[config.mk]
export PLATFORM = sky130hd
export DESIGN_NAME = hazard_unit
export DESIGN_NICKNAME = d
export VERILOG_FILES = /design/src/rtl/pipe_pkg.sv /design/src/rtl/mem_wait_fsm.sv /design/src/rtl/hazard_unit.sv
export SDC_FILE = /design/constraint.sdc
export NUM_CORES = 1
export LEC_CHECK = 0
export CAP_MARGIN = 20
export CORE_AREA = 5 5 91 93
export CTS_BUF_LIST = sky130_fd_sc_hd__clkbuf_4
export DETAILED_ROUTE_END_ITERATION = 7
export DIE_AREA = 0 0 96 98
export GPL_TIMING_DRIVEN = 0
export PLACE_DENSITY = 0.7
export SYNTH_ARGS = -nofsm -noshare
export SYNTH_HDL_FRONTEND = slang
export SYNTH_SLANG_ARGS = --single-unit
[constraint.sdc]
create_clock -name CLK -period 3.71 [get_ports CLK]
set_input_delay 0.9275 -clock CLK [delete_from_list [all_inputs] [get_ports CLK]]
set_output_delay 0.9275 -clock CLK [all_outputs]
set_load 0.01 [all_outputs]
[src/rtl/pipe_pkg.sv]
// pipe_pkg: shared types and constants for the MIPS pipeline control blocks.
// Holds the memory-wait FSM states, forwarding select codes and the zero-register match helper.
package pipe_pkg;

    typedef enum logic [1:0] {
        IDLE  = 2'd0,
        WAIT  = 2'd1,
        ERROR = 2'd2
    } memState_e;

    localparam logic [1:0] FWD_RF = 2'b00;
    localparam logic [1:0] FWD_W  = 2'b01;
    localparam logic [1:0] FWD_M  = 2'b10;

    localparam logic [4:0] REG_ZERO = 5'd0;

    // $0 is hard-wired, so a hazard compare only counts against a real source register
    function automatic logic regMatch(input logic [4:0] src, input logic [4:0] dst);
        return (src != REG_ZERO) && (src == dst);
    endfunction

endpackage

[src/rtl/mem_wait_fsm.sv]
// mem_wait_fsm: tracks multi-cycle data-memory accesses and raises memHold while the pipeline must freeze.
// A sticky MemErr is set when an access stays unanswered for MEM_TIMEOUT cycles.
module mem_wait_fsm
    import pipe_pkg::*;
#(
    parameter int MEM_TIMEOUT = 16
) (
    input  logic CLK,
    input  logic Reset,
    input  logic MemReqM,
    input  logic MemReadyM,
    output logic memHold,
    output logic MemErr
);

    localparam logic [8:0] TIMEOUT_LIM = 9'(MEM_TIMEOUT);

    memState_e  state;
    memState_e  stateNext;
    logic [7:0] timer;
    logic [7:0] timerNext;
    logic [8:0] timerInc;

    always_ff @(posedge CLK) begin
        if (Reset) begin
            state  <= IDLE;
            timer  <= '0;
            MemErr <= 1'b0;
        end else begin
            state  <= stateNext;
            timer  <= timerNext;
            MemErr <= (stateNext == ERROR);
        end
    end

    // The timeout fires on the edge where the timer would reach MEM_TIMEOUT; a ready in that cycle wins.
    always_comb begin
        stateNext = state;
        timerNext = timer;
        memHold   = 1'b0;
        timerInc  = {1'b0, timer} + 9'd1;

        unique case (state)
            IDLE: begin
                if (MemReqM && !MemReadyM) begin
                    memHold   = 1'b1;
                    timerNext = 8'd1;
                    if (TIMEOUT_LIM <= 9'd1) begin
                        stateNext = ERROR;
                    end else begin
                        stateNext = WAIT;
                    end
                end
            end
            WAIT: begin
                if (MemReadyM) begin
                    stateNext = IDLE;
                    timerNext = '0;
                end else begin
                    memHold   = MemReqM;
                    timerNext = timerInc[7:0];
                    if (timerInc >= TIMEOUT_LIM) begin
                        stateNext = ERROR;
                    end
                end
            end
            ERROR: begin
                memHold = 1'b1;
            end
            default: begin
                stateNext = IDLE;
                timerNext = '0;
            end
        endcase
    end

endmodule

[src/rtl/hazard_unit.sv]
// hazard_unit: stall, flush and forwarding control for the 5-stage MIPS pipeline.
// Define HAZARD_PERF_CNT_EN to build the saturating stall/flush performance counters.
module hazard_unit
    import pipe_pkg::*;
#(
    parameter int MEM_TIMEOUT = 16,
    parameter int CNT_W       = 32
) (
    input  logic             CLK,
    input  logic             Reset,
    input  logic [4:0]       RsD,
    input  logic [4:0]       RtD,
    input  logic [4:0]       RsE,
    input  logic [4:0]       RtE,
    input  logic [4:0]       WriteRegE,
    input  logic [4:0]       WriteRegM,
    input  logic [4:0]       WriteRegW,
    input  logic             RegWriteE,
    input  logic             RegWriteM,
    input  logic             RegWriteW,
    input  logic             MemToRegE,
    input  logic             MemToRegM,
    input  logic             BranchD,
    input  logic             JumpD,
    input  logic             PCSrcD,
    input  logic             MemReqM,
    input  logic             MemReadyM,
    output logic             StallF,
    output logic             StallD,
    output logic             StallE,
    output logic             StallM,
    output logic             FlushD,
    output logic             FlushE,
    output logic             FlushW,
    output logic             ForwardAD,
    output logic             ForwardBD,
    output logic [1:0]       ForwardAE,
    output logic [1:0]       ForwardBE,
    output logic             MemErr,
    output logic [CNT_W-1:0] StallCnt,
    output logic [CNT_W-1:0] FlushCnt
);

    logic memHold;
    logic lwStall;
    logic brStall;
    logic hazStall;

    mem_wait_fsm #(
        .MEM_TIMEOUT(MEM_TIMEOUT)
    ) memWait (
        .CLK      (CLK),
        .Reset    (Reset),
        .MemReqM  (MemReqM),
        .MemReadyM(MemReadyM),
        .memHold  (memHold),
        .MemErr   (MemErr)
    );

    // The M-stage result is younger than W, so it wins when both target the same register.
    always_comb begin
        ForwardAE = FWD_RF;
        ForwardBE = FWD_RF;
        if (RegWriteM && regMatch(RsE, WriteRegM)) begin
            ForwardAE = FWD_M;
        end else if (RegWriteW && regMatch(RsE, WriteRegW)) begin
            ForwardAE = FWD_W;
        end
        if (RegWriteM && regMatch(RtE, WriteRegM)) begin
            ForwardBE = FWD_M;
        end else if (RegWriteW && regMatch(RtE, WriteRegW)) begin
            ForwardBE = FWD_W;
        end
    end

    assign ForwardAD = RegWriteM & regMatch(RsD, WriteRegM);
    assign ForwardBD = RegWriteM & regMatch(RtD, WriteRegM);

    assign lwStall = MemToRegE & (regMatch(RsD, RtE) | regMatch(RtD, RtE));

    // Branches resolve in D, so they must wait for an E-stage ALU result or an M-stage load.
    assign brStall = BranchD &
                     ((RegWriteE & (regMatch(RsD, WriteRegE) | regMatch(RtD, WriteRegE))) |
                      (MemToRegM & (regMatch(RsD, WriteRegM) | regMatch(RtD, WriteRegM))));

    assign hazStall = lwStall | brStall;

    // A frozen memory stage overrides everything: nothing advances and no bubbles are injected upstream.
    always_comb begin
        StallF = memHold | hazStall;
        StallD = memHold | hazStall;
        StallE = memHold;
        StallM = memHold;
        FlushW = memHold;
        FlushE = ~memHold & hazStall;
        FlushD = (PCSrcD | JumpD) & ~StallD & ~memHold;
    end

`ifdef HAZARD_PERF_CNT_EN
    logic [CNT_W-1:0] stallCount;
    logic [CNT_W-1:0] flushCount;

    // Counters stop at all-ones rather than wrapping so long runs never report a small value.
    always_ff @(posedge CLK) begin
        if (Reset) begin
            stallCount <= '0;
            flushCount <= '0;
        end else begin
            if (StallF && (stallCount != '1)) begin
                stallCount <= stallCount + CNT_W'(1);
            end
            if ((FlushE || FlushD) && (flushCount != '1)) begin
                flushCount <= flushCount + CNT_W'(1);
            end
        end
    end

    assign StallCnt = stallCount;
    assign FlushCnt = flushCount;
`else
    assign StallCnt = '0;
    assign FlushCnt = '0;
`endif

endmodule

==> metrics.md, run 1 <==
| Metric | Value |
|---|---|
| Run status | finished, final reports clean |
| Maximum VDD drop | 0.0688 mV |
| Drt total wl | ~5000 microns |
| Ant diodes | 0 |
| Clock sinks | 11 |
| Clock Root Buffer | clkbuf_4 |
| Hold path depth | 1 |
| Max-cap violations | 0 |
| Netlist cell types | 36 |
| Top Ports | approximately 130 |
| Final period util | 0.977 |
| CP Class | primary input to primary output |
| CTS tree | yes |
| Vias per cell | between 3 and 4 |
| Pre-antenna DRT Iters | 4 |
| CP Launch Type | primary input |
| Slew Limit Fails | 0 |
| Mapped Cells | 234 |
| Mapped Avg Cell Area | 7.60 sq um |
| Primary FF master, synth | dfxtp_1 |
| Placed cell count | 451 |
| Pre-CTS WS | -625 ps |
| GRT Total Usage | 0.102 |
| CTS max path bufs | 2 |
| Hold Crit Start | memWait.timer[7] |
| Req. time, crit path | 2780 ps |
| Synth area leaders | buf_4 (28%), xnor2_1 (21%), dfxtp_1 (12%) |
| Reg2Reg Depth | 6 |
| Largest net degree at the start of global routing | 11 |
| Core footprint | 7450 sq um |
| FMAX | ~0.28 GHz |
| Critical R2R Launch | memWait.timer[0] |
| Initial antenna violation count | 0 |
| Clock Skew | 0.649 ps |
| RSZ-0062 raised after global routing | false |
| CTS Buf Count | 3 |
| Leak | about 1.3 nW |
| Synth async-reset ratio | 0 |
| Commonest cells in the synthesized netlist | buf_4 (67), xnor2_1 (42), nor2_1 (18), dfxtp_1 (11), nand3_1 (10) |
| Post-layout nets | 406 |
| Final core utilization | 0.366 |
| Worst Hold Margin | 512 ps |
| H-tree levels | 1 |
| CP Capture Type | primary output |
| Hold buffers post-CTS | 0 |
| Drt wl/cell | 10.8 microns |
| Synth Warn # | 0 |
| # port buffers | 52 |
| Site Rows | 32 |
| Crit path max fanout | 4 |
| Setup violators final | 0 |
| First-pass GRT wire length | 7910 microns |
| DRT iter0 DRCs | 32 |
| Clock-pin slew on the worst setup and hold paths | ~60 ps |
| Synthesis-to-layout area growth | 53.4% |
| Die W | 96 microns |
| Fin crit period | 3620 ps |
| Synthesized area | about 1800 sq um |
| Sequential element share of the synthesized area | 0.124 |
| Clk_lat worst skew | 260 ps |
| Full die area | between 9000 and 10000 sq um |
| Share of cells above drive strength 1 | 0.284 |
| Vias in the first global route | 1722 |
| Via count | 1741 |
| Total gr overflow | 0 |
| FF+latch count, synth | 11 |
| Final antenna-violating net count | 0 |
| Setup ws final | 86.5 ps |
| Dominant cell type by area after synthesis | buf_4 |
| Final Non-Filler Cells | 458 |
| PD cells | 170 nW/um^2 |
| DRC | 0 |
| Most frequent cell after synthesis | buf_4 |
| Critical Path AT | 2700 ps |
| Initial Utilization | 0.239 |
| Die Y | 98 microns |
| Number of synthesized flops with an enable pin | 0 |
| Fin. Hold Viols | 0 |
| Synth top area share | 0.283 |
| Detailed Place HPWL | 4280 microns |
| Setup TNS | 0 ps |
| GPL Wtd Cong | 0.803 |
| Hold Crit Class | flip-flop to flip-flop |
| Worst setup path startpoint | RtD[3] |
==> worst paths after layout <==
kind / to / slack [ps]
hold / removal: memWait.timer[7] / 510
setup / recovery: FlushD / 90
setup reg to reg: memWait.state[0] / 2250
hold reg to reg: memWait.timer[7] / 510
==> registers in the layout, summed over array words and instances, names as in the netlist <==
name,count
memWait.timer,8
memWait.state,2
memWait.MemErr,1
==> kinds of logic (layout without fill, tap and decap cells) <==
logic type / count (synthesis) / count (layout) / share of synthesized area
adder cells (fa/ha/maj): 2 / 2 / 0.0141
AND/OR/NAND/NOR: 61 / 61 / 0.184
flip-flops: 11 / 11 / 0.124
multiplexers: 2 / 2 / 0.0120
buffers and inverters: 79 / 138 / 0.309
AO/OA/AOI/OAI: 28 / 28 / 0.109
other: 1 / 64 / 0.00211
XOR/XNOR: 50 / 50 / 0.246
==> routing by layer <==
metal | GRT usage | share of wire
met5 | 0 | 0
met4 | 0.0252 | 0.017
met3 | 0.0231 | 0.069
met2 | 0.192 | 0.57
met1 | 0.111 | 0.35
==> cells in the final DEF (no fill, tap or decap), types with 2 or more instances in the layout <==
cell	count
and2_1	3
clkdlybuf4s50_1	34
a31oi_1	2
nand3_1	10
o211ai_2	2
dfxtp_1	11
nor4_1	4
o211ai_1	3
xor2_1	8
buf_4	72
nor2_1	15
o21ai_0	6
clkbuf_4	4
ha_1	2
conb_1	64
or4_4	2
nor2_2	3
clkbuf_2	7
and3_1	3
inv_1	3
nand2_1	6
dlymetal6s2s_1	2
a311oi_1	2
or4_1	2
nand4_1	5
o22ai_2	2
nor4_4	2
clkdlybuf4s15_1	2
a21oi_1	6
xnor2_1	42
nor3b_1	3
dlygate4sd2_1	2
clkbuf_1	7
buf_2	4
==> power breakdown <==
part | switching, mW | internal, mW
Combinational | 0.119 | 0.137
Clock | 0.0372 | 0.0489
Sequential | 0.00183 | 0.120
Total | 0.158 | 0.305
==> worst max-delay path, stage by stage <==
cell and delay, ps:
buf_4 130, or4_4 540, o211ai_1 230, o22ai_2 150, a32oi_2 210, buf_4 140
buf_4 90, o2111a_1 150, buf_2 140
==> final cells by class <==
| class | instances | area (sq um) |
|---|---|---|
| clock buffers | 4 | 30.0 |
| inverters | 3 | 11.3 |
| fillers | 811 | 4720 |
| multi-input cells | 207 | 1300 |
| repair buffers | 56 | 504 |
| flip-flops and latches | 11 | 220 |
| well taps | 102 | 128 |
| plain buffers | 75 | 532 |
==> repair_timing <==
| action | in CTS | in global routing |
|---|---|---|
| gates resized for setup | 38 | 31 |
| pin swaps | 6 | 10 |
| setup endpoints to repair | 7 | 6 |
| setup buffers | 1 | 4 |
==> per-stage QoR <==
step	power, mW	cell area [sq um]
final	0.464	2730
after global routing	0.497	2730
after CTS	0.459	2700
after detailed placement	0.374	2660
after global placement	0.370	2660
after floorplan	0.290	2010
Note: power is estimated with default switching activity, not from simulation.
==> run 2: changes to the inputs <==
--- a/config.mk
+++ b/config.mk
@@ -5,11 +5,12 @@
 export SDC_FILE = /design/constraint.sdc
 export NUM_CORES = 1
 export LEC_CHECK = 0
+export ABC_AREA = 1
 export CAP_MARGIN = 20
-export CORE_AREA = 5 5 91 93
+export CORE_AREA = 5 5 93 95
 export CTS_BUF_LIST = sky130_fd_sc_hd__clkbuf_4
 export DETAILED_ROUTE_END_ITERATION = 7
-export DIE_AREA = 0 0 96 98
+export DIE_AREA = 0 0 98 100
 export GPL_TIMING_DRIVEN = 0
 export PLACE_DENSITY = 0.7
 export SYNTH_ARGS = -nofsm -noshare
==> constraint.sdc (replaced) <==
create_clock -name CLK -period 4.5 [get_ports CLK]
set_input_delay 1.125 -clock CLK [delete_from_list [all_inputs] [get_ports CLK]]
set_output_delay 1.125 -clock CLK [all_outputs]
set_load 0.01 [all_outputs]
==> run 2 against run 1 <==
Effect of this change:
- wire length down 0.93%
- largest power group unchanged
- die area up 4.2%
- via count up 7.8%
- first-iteration DRC count down 38%
==> metrics.md, run 2 <==
| Metric | Value |
|---|---|
| Leak | 1.37 nW (+8.0%) |
| H-tree levels | 1 (unchanged) |
| Synthesized area | 1880 sq um (+5.8%) |
| Final core utilization | 0.368 (+0.00203) |
| Clock sinks | 11 (unchanged) |
| Vias in the first global route | 1786 (+3.7%) |
| Drt wl/cell | 9.69 microns (-10%) |
| FMAX | 0.233 GHz |
| CP Capture Type | primary output |
| Ant diodes | 0 (unchanged) |
| Core footprint | 7650 sq um (+2.7%) |
| Vias per cell | 3.71 (-2.4%) |
| Commonest non-fill, non-tap cell in the layout | buf_4 |
| Synth area leaders | buf_4 (27%), dfxtp_1 (12%), xnor2_1 (11%) |
| Clock Root Buffer | clkbuf_4 |
| Family with the most delay on the worst path | buffers and inverters |
| Most frequent cells in the layout | buf_4 (67), conb_1 (64), clkdlybuf4s50_1 (54) |
| Initial antenna violation count | 0 (unchanged) |
| Detailed Place HPWL | 4440 microns (+3.8%) |
| Critical Path AT | 3160 ps (+460 ps) |
| Total gr overflow | 0 (unchanged) |
| Commonest cells in the synthesized netlist | buf_4 (67), nand2_1 (49), nor2_1 (25), xnor2_1 (24), inv_1 (23) |
| # port buffers | 54 (+3.8%) |
| Max stage delay on crit path | 640 ps (+100 ps) |
| Slew Limit Fails | 0 (unchanged) |
| Req. time, crit path | 3380 ps (+600 ps) |
| Max-cap violations | 0 (unchanged) |
| RSZ-0062 raised after global routing | false |
| CP cell instances | clkdlybuf4s50_1, xnor2_1, nand2_1, nor2_1, nand2_1, nand2_1, nand2_1, nand2_1, nand2_2, nand3_2, buf_4, clkdlybuf4s50_1 |
| GPL Wtd Cong | 0.792 (-1.3%) |
| Hold buffers post-CTS | 0 (unchanged) |
| WP buf/inv | 3 (-1) |
| Clock-pin slew on the worst setup and hold paths | 70 ps (about the same) |
| Netlist cell types | 35 (-2.8%) |
| Slowest cell on crit path | clkdlybuf4s50_1 |
| GRT Total Usage | 0.0978 (-0.00387) |
| Fin crit period | 4290 ps |
| CTS tree | yes |
| Die W | 98 microns (+2.1%) |
| Share of cells above drive strength 1 | 0.213 (-0.0708) |
| Setup TNS | 0 ps (unchanged) |
| Clock Skew | 2.34 ps (+1.69 ps) |
| Via count | 1877 (+7.8%) |
| DRT iter0 DRCs | 20 (-38%) |
| Mapped Avg Cell Area | 6.65 sq um (-12%) |
| Primary FF master, synth | dfxtp_1 |
| Site Rows | 32 (unchanged) |
| Final antenna-violating net count | 0 (unchanged) |
| Fin. Hold Viols | 0 (unchanged) |
| Most frequent cell after synthesis | buf_4 |
| CP Launch Type | primary input |
| Dominant cell type by area after synthesis | buf_4 |
| Post-layout nets | 454 (+12%) |
| Pre-antenna DRT Iters | 4 (unchanged) |
| Hold Crit Class | flip-flop to flip-flop |
| PD cells | 137 nW/um^2 (-19%) |
| Total power | 0.387 mW (-17%) |
| Drt total wl | 4900 microns (-0.93%) |
| Worst reg2reg setup slack | 2890 ps (+640 ps) |
| Sequential element share of the synthesized area | 0.117 (-0.00684) |
| Clk_lat worst skew | 270 ps (about the same) |
| Synth Warn # | 0 (unchanged) |
| CTS max path bufs | 2 (unchanged) |
| Most common cell on crit path | nand2_1 |
| Run status | finished, final reports clean |
| Number of synthesized flops with an enable pin | 0 (unchanged) |
| First-pass GRT wire length | 8170 microns (+3.2%) |
| FF+latch count, synth | 11 (unchanged) |
| Top Ports | 125 (unchanged) |
| Largest net degree at the start of global routing | 11 (unchanged) |
| Final period util | 0.953 |
| DRC | 0 (unchanged) |
| Post CTS Setup Buffer Count | 0 (-1) |
| Die Y | 100 microns (+2.0%) |
| Mapped Cells | 283 (+21%) |
| Initial Utilization | 0.246 (+0.00733) |
| CTS Buf Count | 3 (unchanged) |
| Most flops, register | memWait.timer |
| Synthesis-to-layout area growth | 49.7% |
| Maximum VDD drop | 0.0568 mV (-17%) |
| CTS resizes | 0 (-100%) |
| Synth top area share | 0.267 (-0.0156) |
| CP Class | primary input to primary output |
| Full die area | 9800 sq um (+4.2%) |
| Regs by FF count | memWait.timer x8, memWait.state x2, memWait.MemErr x1 |
| Synth async-reset ratio | 0 (unchanged) |
| Setup violators final | 0 (unchanged) |
| Max FFs per register | 8 (unchanged) |
| Crit path max fanout | 4 (unchanged) |
| Fill count | 803 (-0.99%) |
-- run 2: cell types whose count changed after synthesis, sizes merged, moves of 7 or more --
cell,delta
nand2,+44
inv,+20
xnor2,-18
nor2,+11
xor2,+11
a21oi,+7
clkbuf,-7
-- run 2: logic make-up (layout without fill, tap and decap cells) --
| kind of cell | Yosys count | after routing | share of synthesized area |
|---|---|---|---|
| and+or+nand+nor | 98 | 98 | 0.235 |
| buffers and inverters | 97 | 155 | 0.334 |
| xor gates and xnor gates | 43 | 43 | 0.200 |
| AOI/OAI and AO/OA | 31 | 31 | 0.0977 |
| DFF | 11 | 11 | 0.117 |
| adders and majority gates | 2 | 2 | 0.0133 |
| other | 1 | 64 | 0.00199 |
-- run 2: per-stage QoR --
step	hold slack (ps)	area, sq um	instances	setup WS, ps
after floorplan	448	2120	346	1210
after global placement	463	2790	502	164
after detailed placement	474	2790	502	167
after CTS	485	2820	506	169
after global routing	518	2820	506	19.0
final	480	2820	506	211
-- run 2: layout make-up --
cell class | instances | area (sq um) | share of cell area
timing repair buffer | 54 | 541 | 0.192
tap | 102 | 128 | 0.0453
multi-input combinational | 238 | 1270 | 0.450
clock buffer | 4 | 30.0 | 0.0107
buffer | 74 | 543 | 0.193
inverter | 23 | 86.3 | 0.0307
sequential | 11 | 220 | 0.0782
-- run 2: tightest hold or removal path: stages, from the launching register on --
cell and delay [ps]:
dfxtp_1 320, nand2_1 60, a21oi_1 50
-- run 2: worst paths after layout --
| check | startpoint | end | cells past startpoint |
|---|---|---|---|
| max | WriteRegM[0] | StallF | 12 |
| min | memWait.timer[4] | memWait.timer[4] | 2 |
| max reg2reg | memWait.timer[1] | memWait.MemErr | 9 |
| min reg2reg | memWait.timer[4] | memWait.timer[4] | 2 |
-- run 2: report_power, final --
part / internal [mW] / leakage, nW / switching, mW
registers: 0.0988 / 0.0890 / 0.00151
logic: 0.113 / 1.26 / 0.0983
clock network: 0.0404 / 0.0184 / 0.0345
-- run 2: layer usage --
metal | GRT usage | share of wire
met4 | 0.0202 | 0.0075
met5 | 0 | 0
met2 | 0.191 | 0.56
met1 | 0.105 | 0.37
met3 | 0.0264 | 0.070
